## config.mk

```make
export PLATFORM = sky130hd
export DESIGN_NAME = ahb_spi_master_fifo
export DESIGN_NICKNAME = d
export VERILOG_FILES = /design/src/rtl/ahb_spi_master_fifo.sv
export SDC_FILE = /design/constraint.sdc
export NUM_CORES = 1
export LEC_CHECK = 0
export ABC_AREA = 1
export CORE_UTILIZATION = 40
export CTS_BUF_LIST = sky130_fd_sc_hd__clkbuf_8
export CTS_CLUSTER_DIAMETER = 150
export DETAILED_ROUTE_END_ITERATION = 6
export PLACE_DENSITY = 0.66
export SYNTH_ARGS = -nofsm -noshare
export SYNTH_HDL_FRONTEND = slang
export SYNTH_SLANG_ARGS = --single-unit
```

## constraint.sdc

```tcl
create_clock -name HCLK -period 3.6 [get_ports HCLK]
set_input_delay 0.72 -clock HCLK [delete_from_list [all_inputs] [get_ports HCLK]]
set_output_delay 0.72 -clock HCLK [all_outputs]
set_load 0.02 [all_outputs]
```

## src/rtl/ahb_spi_master_fifo.sv

```systemverilog
// rtl/ahb_spi_master_fifo.sv - AHB-Lite SPI master with TX/RX FIFOs, SPI modes 0-3, multi-CS and TFT controls
module ahb_spi_master_fifo #(
  parameter int DATA_W     = 8,
  parameter int FIFO_DEPTH = 8,
  parameter int NUM_CS     = 2,
  parameter int DIV_W      = 16
) (
  input  logic              HCLK,
  input  logic              HRESETn,
  input  logic              HSEL,
  input  logic [31:0]       HADDR,
  input  logic [1:0]        HTRANS,
  input  logic              HWRITE,
  input  logic [31:0]       HWDATA,
  output logic [31:0]       HRDATA,
  output logic              HREADY,
  output logic [1:0]        HRESP,
  output logic              spi_sclk,
  output logic              spi_mosi,
  input  logic              spi_miso,
  output logic [NUM_CS-1:0] spi_cs,
  output logic              spi_dc,
  output logic              tft_reset,
  output logic              irq
);
  localparam int AW = $clog2(FIFO_DEPTH);
  localparam int EW = $clog2(2 * DATA_W);
  localparam logic [EW-1:0] LAST_EDGE = EW'(2 * DATA_W - 1);

  typedef enum logic [2:0] {S_IDLE, S_LOAD, S_SHIFT, S_DONE, S_GAP} state_t;
  state_t state;

  logic              dp_valid, dp_write, wr_en, rd_en;
  logic [2:0]        dp_addr;
  logic              en, cpol, cpha, lsb_first, cs_hold;
  logic [2:0]        cs_sel, irq_en;
  logic [DIV_W-1:0]  div, div_l, hp_cnt;
  logic              tx_ovf, rx_ovf, rx_unf, busy;
  logic [DATA_W:0]   tx_mem [FIFO_DEPTH];
  logic [DATA_W-1:0] rx_mem [FIFO_DEPTH];
  logic [AW:0]       tx_wr, tx_rd, rx_wr, rx_rd, tx_cnt, rx_cnt;
  logic              tx_full, tx_empty, rx_full, rx_empty;
  logic              tx_push_req, tx_push, tx_pop, rx_push_req, rx_push, rx_pop_req, rx_pop;
  logic [DATA_W:0]   tx_head;
  logic [DATA_W-1:0] tx_sh, rx_sh, tx_next;
  logic [EW-1:0]     edge_cnt;
  logic              cpol_l, cpha_l, lsb_l, hp_end, sample;
  logic [2:0]        cs_sel_l;
  logic              unused;

  assign HREADY = 1'b1;
  assign HRESP  = 2'b00;
  assign unused = ^{HADDR[31:5], HADDR[1:0], HTRANS[0], HWDATA};
  assign wr_en  = dp_valid & dp_write;
  assign rd_en  = dp_valid & ~dp_write;
  assign busy   = (state != S_IDLE);

  assign tx_cnt   = tx_wr - tx_rd;
  assign rx_cnt   = rx_wr - rx_rd;
  assign tx_full  = tx_cnt[AW];
  assign rx_full  = rx_cnt[AW];
  assign tx_empty = (tx_cnt == '0);
  assign rx_empty = (rx_cnt == '0);

  // A pop in the same cycle frees a slot, so a push into a full FIFO still lands
  assign tx_push_req = wr_en && (dp_addr == 3'd2);
  assign tx_pop      = (state == S_LOAD);
  assign tx_push     = tx_push_req && (!tx_full || tx_pop);
  assign rx_pop_req  = rd_en && (dp_addr == 3'd3);
  assign rx_pop      = rx_pop_req && !rx_empty;
  assign rx_push_req = (state == S_DONE);
  assign rx_push     = rx_push_req && (!rx_full || rx_pop);

  assign tx_head = tx_mem[tx_rd[AW-1:0]];
  assign hp_end  = (hp_cnt == div_l);
  assign sample  = ~edge_cnt[0] ^ cpha_l;
  assign tx_next = lsb_l ? (tx_sh >> 1) : (tx_sh << 1);

  function automatic logic first_bit(input logic [DATA_W-1:0] w, input logic lsb);
    return lsb ? w[0] : w[DATA_W-1];
  endfunction

  function automatic logic [NUM_CS-1:0] cs_decode(input logic [2:0] sel);
    logic [NUM_CS-1:0] c;
    c = '1;
    for (int i = 0; i < NUM_CS; i++) if (sel == 3'(i)) c[i] = 1'b0;
    return c;
  endfunction

  always_ff @(posedge HCLK or negedge HRESETn) begin
    if (!HRESETn) begin
      dp_valid <= 1'b0;
      dp_write <= 1'b0;
      dp_addr  <= '0;
    end else begin
      dp_valid <= HSEL & HTRANS[1] & HREADY;
      dp_write <= HWRITE;
      dp_addr  <= HADDR[4:2];
    end
  end

  always_ff @(posedge HCLK) begin
    if (tx_push) tx_mem[tx_wr[AW-1:0]] <= {HWDATA[31], HWDATA[DATA_W-1:0]};
    if (rx_push) rx_mem[rx_wr[AW-1:0]] <= rx_sh;
  end

  always_ff @(posedge HCLK or negedge HRESETn) begin
    if (!HRESETn) begin
      tx_wr <= '0; tx_rd <= '0; rx_wr <= '0; rx_rd <= '0;
      en <= 1'b0; cpol <= 1'b0; cpha <= 1'b0; lsb_first <= 1'b0;
      tft_reset <= 1'b0; cs_sel <= '0; cs_hold <= 1'b0;
      div <= DIV_W'(4);
      tx_ovf <= 1'b0; rx_ovf <= 1'b0; rx_unf <= 1'b0;
      irq_en <= '0; irq <= 1'b0;
    end else begin
      if (tx_push) tx_wr <= tx_wr + 1'b1;
      if (tx_pop)  tx_rd <= tx_rd + 1'b1;
      if (rx_push) rx_wr <= rx_wr + 1'b1;
      if (rx_pop)  rx_rd <= rx_rd + 1'b1;
      if (wr_en) begin
        case (dp_addr)
          3'd0: begin
            en <= HWDATA[0]; cpol <= HWDATA[1]; cpha <= HWDATA[2];
            lsb_first <= HWDATA[3]; tft_reset <= HWDATA[4];
            cs_sel <= HWDATA[10:8]; cs_hold <= HWDATA[15];
          end
          3'd1: div <= HWDATA[DIV_W-1:0];
          3'd4: begin
            if (HWDATA[5]) tx_ovf <= 1'b0;
            if (HWDATA[6]) rx_ovf <= 1'b0;
            if (HWDATA[7]) rx_unf <= 1'b0;
          end
          3'd5: irq_en <= HWDATA[2:0];
          default: ;
        endcase
      end
      if (tx_push_req && !tx_push) tx_ovf <= 1'b1;
      if (rx_push_req && !rx_push) rx_ovf <= 1'b1;
      if (rx_pop_req && rx_empty)  rx_unf <= 1'b1;
      irq <= |(irq_en & {tx_ovf | rx_ovf | rx_unf, !rx_empty, tx_empty && !busy});
    end
  end

  always_comb begin
    HRDATA = '0;
    if (rd_en) begin
      case (dp_addr)
        3'd0: HRDATA = {16'b0, cs_hold, 4'b0, cs_sel, 3'b0, tft_reset, lsb_first, cpha, cpol, en};
        3'd1: HRDATA[DIV_W-1:0] = div;
        3'd3: if (!rx_empty) HRDATA[DATA_W-1:0] = rx_mem[rx_rd[AW-1:0]];
        3'd4: HRDATA[7:0] = {rx_unf, rx_ovf, tx_ovf, rx_empty, rx_full, tx_empty, tx_full, busy};
        3'd5: HRDATA[2:0] = irq_en;
        default: ;
      endcase
    end
  end

  // Engine: even edge_cnt is the leading SCLK edge; with CPHA=1 the first leading edge only exposes bit 0
  always_ff @(posedge HCLK or negedge HRESETn) begin
    if (!HRESETn) begin
      state <= S_IDLE;
      spi_sclk <= 1'b0; spi_mosi <= 1'b0; spi_cs <= '1; spi_dc <= 1'b0;
      cpol_l <= 1'b0; cpha_l <= 1'b0; lsb_l <= 1'b0; cs_sel_l <= '0;
      div_l <= '0; hp_cnt <= '0; edge_cnt <= '0; tx_sh <= '0; rx_sh <= '0;
    end else begin
      case (state)
        S_IDLE: begin
          spi_sclk <= cpol;
          if (!cs_hold) spi_cs <= '1;
          if (en && !tx_empty) state <= S_LOAD;
        end
        S_LOAD: begin
          cpol_l <= cpol; cpha_l <= cpha; lsb_l <= lsb_first;
          div_l <= div; cs_sel_l <= cs_sel;
          tx_sh <= tx_head[DATA_W-1:0];
          rx_sh <= '0;
          spi_dc <= tx_head[DATA_W];
          spi_mosi <= first_bit(tx_head[DATA_W-1:0], lsb_first);
          spi_cs <= cs_decode(cs_sel);
          spi_sclk <= cpol;
          hp_cnt <= '0;
          edge_cnt <= '0;
          state <= S_SHIFT;
        end
        S_SHIFT: begin
          if (hp_end) begin
            hp_cnt <= '0;
            spi_sclk <= ~spi_sclk;
            edge_cnt <= edge_cnt + 1'b1;
            if (sample)
              rx_sh <= lsb_l ? {spi_miso, rx_sh[DATA_W-1:1]} : {rx_sh[DATA_W-2:0], spi_miso};
            else if (!cpha_l || edge_cnt != '0) begin
              tx_sh <= tx_next;
              spi_mosi <= first_bit(tx_next, lsb_l);
            end
            if (edge_cnt == LAST_EDGE) state <= S_DONE;
          end else begin
            hp_cnt <= hp_cnt + 1'b1;
          end
        end
        S_DONE: begin
          hp_cnt <= '0;
          if (cs_hold && cs_sel == cs_sel_l) begin
            state <= (en && !tx_empty) ? S_LOAD : S_IDLE;
          end else begin
            spi_cs <= '1;
            state <= S_GAP;
          end
        end
        S_GAP: begin
          if (hp_end) state <= S_IDLE;
          else hp_cnt <= hp_cnt + 1'b1;
        end
        default: state <= S_IDLE;
      endcase
    end
  end
endmodule

```

# Yosys cells after proc, flatten, opt, wreduce, memory -nomap -nowiden
# Memory sizes are Yosys's and may differ from the RTL's.
# Cells that the tools add are included.
[totals] n_memories=2 ram_bits=136 in_bits=71 regBits=118
[op_classes] reduce_logical=58 n_bitwise=10 n_mux=55 n_eq_ne=23 add_sub_neg=8
[memory_table] memory="tx_mem" depth=8 width=9 read_ports=1 rd_ports_with_merged_regs=0 write_ports=1 line="39" rtl="logic [DATA_W:0] tx_mem [FIFO_DEPTH];"
[memory_table] memory="rx_mem" depth=8 width=8 read_ports=1 rd_ports_with_merged_regs=0 write_ports=1 line="40" rtl="logic [DATA_W-1:0] rx_mem [FIFO_DEPTH];"
[op_table] cell="$mux 8" count=8
[op_table] cell="$mux 16" count=3
[op_table] cell="$pmux 16 s3" count=1
[op_table] cell="$pmux 8 s2" count=3
[op_table] cell="$pmux 3 s5" count=2
[op_table] cell="$mux 1" count=25
[op_table] cell="$reduce_bool 2->1" count=11
[op_table] cell="$add 4x1->4 const B" count=5
[op_table] cell="$ne 2x2->1 const B" count=10
[op_table] cell="$pmux 5 s4" count=1
[op_table] cell="$add 16x1->16 const B" count=1
[op_table] cell="$eq 16x16->1" count=1
[op_table] cell="$mux 3" count=5
[op_table] cell="$reduce_and 3->1" count=5
[op_table] cell="$eq 3x2->1 const B" count=4
[op_table] cell="$reduce_and 2->1" count=6
[op_table] cell="$logic_and 1x1->1" count=11
[op_table] cell="$eq 3x1->1 const B" count=3
[op_table] cell="$eq 3x3->1 const B" count=3
[op_table] cell="$logic_not 3->1" count=3
[op_table] cell="$reduce_bool 3->1" count=3
[op_table] cell="$logic_not 1->1" count=8
[op_table] cell="$logic_not 4->1" count=2
[op_table] cell="$pmux 4 s2" count=1
[op_table] cell="17 further kinds" count=29

# Logic depth before layout (Yosys ltp)
[depth] word_depth=10 ltp_mapped=15 ltp_nobuf=14

# Least setup slack after synthesis
# Ideal clock, no wire load.
[synth_path] path_type="register to output" startpoint="reg rx_rd[1]" endpoint="out HRDATA[0]" arrival_time_ns=2.233 stages_incl_launch_ff=15 n_path_buf=3 setup_slack_ns=0.647 path_cell_list="dfrtp_1 buf_2 inv_1 buf_2 ha_1 nand2_1 nand2_1 nand2_1 nand2_1 nand2_1 nand2_1 nand2_1 buf_2 nand3_1 a21oi_1"
[synth_via] elab_chain_cells=5 word_cells_on_any_way=6 classes_between="add/sub: 1; mux: 3; reduce/logical: 1; memory: 1"
[synth_lines] element="from (decl)" line="41" rtl="logic [AW:0] tx_wr, tx_rd, rx_wr, rx_rd, tx_cnt, rx_cnt;"
[synth_lines] element="from (signal assigned)" line="119" rtl="if (rx_pop) rx_rd <= rx_rd + 1'b1;"
[synth_lines] element="$sub 4x4->4" line="59" rtl="assign rx_cnt = rx_wr - rx_rd;"
[synth_lines] element="$logic_not 4->1" line="63" rtl="assign rx_empty = (rx_cnt == '0);"
[synth_lines] element="$mux 8 *" line="150" rtl="3'd3: if (!rx_empty) HRDATA[DATA_W-1:0] = rx_mem[rx_rd[AW-1:0]];"
[synth_lines] element="$pmux 3 s5 *" line="147" rtl="case (dp_addr)"
[synth_lines] element="$mux 16 *" line="146" rtl="if (rd_en) begin"
[synth_lines] element="to (decl)" line="15" rtl="output logic [31:0] HRDATA,"
# Every way passes the cells marked *; elsewhere a longest branch is shown, timed or not.

# Worst setup path in the final report
[layout_path] startpoint="reg dp_addr[2]" endpoint="out HRDATA[15]"
[layout_via] elab_chain_cells=3 word_cells_on_any_way=4 classes_between="eq/ne: 1; mux: 2; reduce/logical: 1"
[layout_lines] element="from (decl)" line="34" rtl="logic [2:0] dp_addr;"
[layout_lines] element="from (signal assigned)" line="98" rtl="dp_addr <= HADDR[4:2];"
[layout_lines] element="$eq 3x1->1 or $logic_not 3->1 (tied branches)" line="147"
[layout_lines] element="$pmux 8 s2 *" line="147"
[layout_lines] element="$mux 16 *" line="146"
# Marked as above.

==> results.md <==
- Status: finished, final reports clean
- Post-CTS Hold Fix Bufs: 0
- Avg Inst Size Synth: 9.40 um2
- Clock root cell: clkbuf_8
- Area of the multi-input gates: 4210 um2
- Flop pwr share: 0.395
- Clock skew: 0.0269 ns
- Worst-margin pin slew: 0.952 ns
- Synth-to-Final Area Change: 14.4%
- Setup ws final: 0.142 ns
- Min Clock Period, post-route: 3.46 ns
- Setup violations, final: 0
- Die Span Y: 176 um
- CTS Buffer Depth: 3
- Routed len/inst: 15.8 um
- Global-route wire length before repair: 46.2 mm
- HP Class: primary input to asynchronous set/reset pin
- CTS tree: yes
- CP endpoint kind: output pin
- DP HPWL: 18.7 mm
- Worst Path Arrival: 2.74 ns
- Setup TNS: 0 ns
- # rows: 63
- Via density: 5.00
- Final Non-Filler Cells: 1,786
- Max Freq: 289 MHz
- Die footprint: 30,800 um2
- Most used DFF post-synth: edfxtp_1
- RR Endpoint: tx_mem[1][7]
- VDD IR-drop max: 317 uV
- Max_slew headroom: 0.364
- R2r worst-path depth: 9
- Startpoint Class: register
- Synth warn: 0
- Initial antenna violation count: 0
- DP Worst Slack: 0.369 ns
- Switching part of the total: 0.395
- Cells after Synth: 1,281
- Switching pwr: 0.00389 W
- Initial Util: 0.406
- Layout cells sized above 1: 0.114
- Worst R2R Start: tx_wr[2]
- Comb pwr share: 0.361
- Placed Cells: 1,708
- Final period util: 0.961
- Fillers: 2,822
- WS Path Type: register to output pin
- Vias in the first global route: 8,660
- Async set-reset flop share out of synthesis: 0.465
- Cell-internal power: 0.00595 W
- FF-to-FF setup slack: 1.24 ns
- Largest net degree at the start of global routing: 64
- Register area: 7040 um2
- Worst-path clk slew: 0.06 ns
- Worst-path fanout max: 7
- Port Buffer Count: 48
- Post-Syn Area: 12,000 um2
- Clock share of power: 0.244
- Drt drc: 0
- TritonCTS buffer count: 42
- Yosys reg bits: 254
- Yosys cell types: 48
- GPL Wtd Cong: 0.865
- DR iter-0 viols: 581
- CP required: 2.88 ns
- Max-cap viol count: 0
- Sequential fraction of the synthesis area: 0.585
- Final Hold Viols: 0
- Ant. Diodes: 0
- Pwr per Cell Area: 714 nW/um2
- H-tree lvl count: 2
- I/O Pins: 113
- Core area: 29,600 um2
- Max Transition Viols Final: 0
- Detailed-route via count: 8,924
- Final nets: 1,448
- Unrepaired setup endpoints after global routing: false
- Horiz. Die Dim: 176 um
- WL final: 28.3 mm
- Routed Antenna Nets: 0
- Pleak: 5.98 nW
- Pre-antenna DRT Iters: 5
- Total track usage: 0.190
- Total gr overflow: 0
- Sink Count: 254
- Post-synth EDFFs: 136
- Clock latency on the worst-skew pair: 0.55 ns
cell families after synthesis:
family	share of synthesized area
other	0.000624
DFF	0.585
AOI/OAI and AO/OA	0.0999
buffers and inverters	0.0712
xor gates and xnor gates	0.0189
and+or+nand+nor	0.211
adders and majority gates	0.0135
metrics by stage:
step / utilization / hold slack [ns] / total power, W / instance area [um2]
floorplan: - / 0.424 / 0.00647 / 12100
global placement: 0.438 / 0.467 / 0.00738 / 13000
detailed placement: 0.438 / 0.472 / 0.00749 / 13000
CTS: 0.465 / 0.306 / 0.00992 / 13800
global route: 0.465 / 0.360 / 0.0106 / 13800
finish: 0.465 / 0.306 / 0.00984 / 13800
worst max-delay path by stage:
stage / endpoint / cells after the start / start / slack (ns)
final: HRDATA[15] / 6 / dp_addr[2] / 0.14
after global placement: HRDATA[2] / 14 / rx_wr[1] / 0.40
after floorplan: HRDATA[0] / 14 / rx_rd[1] / 0.65
after detailed placement: HRDATA[2] / 14 / rx_wr[1] / 0.37
after CTS: HRDATA[15] / 6 / dp_addr[2] / 0.09
after global routing: HRDATA[15] / 7 / dp_addr[0] / 0.002
metal layers:
metal,up-vias,wire length (um),track usage
met5,-,0,0
met3,47,1350,0.0262
li1,4411,-,-
met2,247,13500,0.317
met1,4219,12900,0.257
met4,0,559,0.0572
cells in the mapped netlist (all sizes together), types with 3 or more instances:
cell       n  area (um2)
dfstp      3        78.8
nor3      16        91.3
nor2     126         505
inv      125         469
a21oi     25         125
clkbuf    20        75.1
edfxtp   136        4080
xor2      24         210
a31oi      5        37.5
o211ai    13        97.6
clkinv     3        11.3
nand4      4        25.0
nand2    336        1320
dfrtp    115        2880
or2        7        43.8
nand3    104         551
o22ai      5        31.3
buf       44         302
a22oi      8        60.1
ha        13         163
o21ai    122         667
o2111ai   14         123
power groups by stage:
stage               Clock, W  Combinational, W  Sequential, W
floorplan                  0           0.00260        0.00387
global placement           0           0.00347        0.00392
detailed placement         0           0.00356        0.00393
CTS                  0.00246           0.00358        0.00388
global route         0.00260           0.00406        0.00394
finish               0.00240           0.00356        0.00388
critical path: stages (launching register included):
cell,delay [ns]
dfrtp_1,0.43
nor2_1,0.19
nand2_1,0.29
clkinvlp_4,0.26
nand2_1,0.07
a21oi_1,0.28
clkdlybuf4s50_1,0.68
placed cells by master, fill, tap and decap left out, types with 13 or more instances in the layout:
cell,Yosys,routed
nand2_1,324,323
edfxtp_1,136,136
inv_1,114,132
nor2_1,117,117
dfrtp_1,115,115
nand3_1,101,101
o21ai_0,96,96
clkbuf_8,0,47
clkdlybuf4s50_1,0,39
buf_4,20,37
a21oi_1,25,25
xor2_1,24,24
conb_1,2,19
o21ai_2,15,15
nor3_1,15,15
o2111ai_1,14,14
o211ai_1,13,13
ha_1,13,13
registers in the layout, indices dropped and copies added, names as in the netlist, 4 cells and up:
register and flops:
div_l 16, rx_sh 8, tx_wr 4, tx_mem 72, hp_cnt 16, tx_rd 4, div 16, rx_wr 4
rx_mem 64, rx_rd 4, tx_sh 8, edge_cnt 4
cell type report:
| type | instances | share of cell area |
|---|---|---|
| flip-flops and latches | 254 | 0.511 |
| multi-input cells | 852 | 0.306 |
| repair buffers | 85 | 0.0545 |
| clock buffers | 47 | 0.0469 |
| well taps | 390 | 0.0354 |
| inverters | 128 | 0.0351 |
| clock inverters | 29 | 0.0112 |
| repair inverters | 1 | 0.000363 |
repair_timing:
action	4_1_cts	5_1_grt
gates resized for setup	10	4
setup endpoints to repair	8	4
gates cloned	0	1
setup buffers	0	1
endpoints found under the hold margin	0	0
Power figures use the tool's default switching activity.
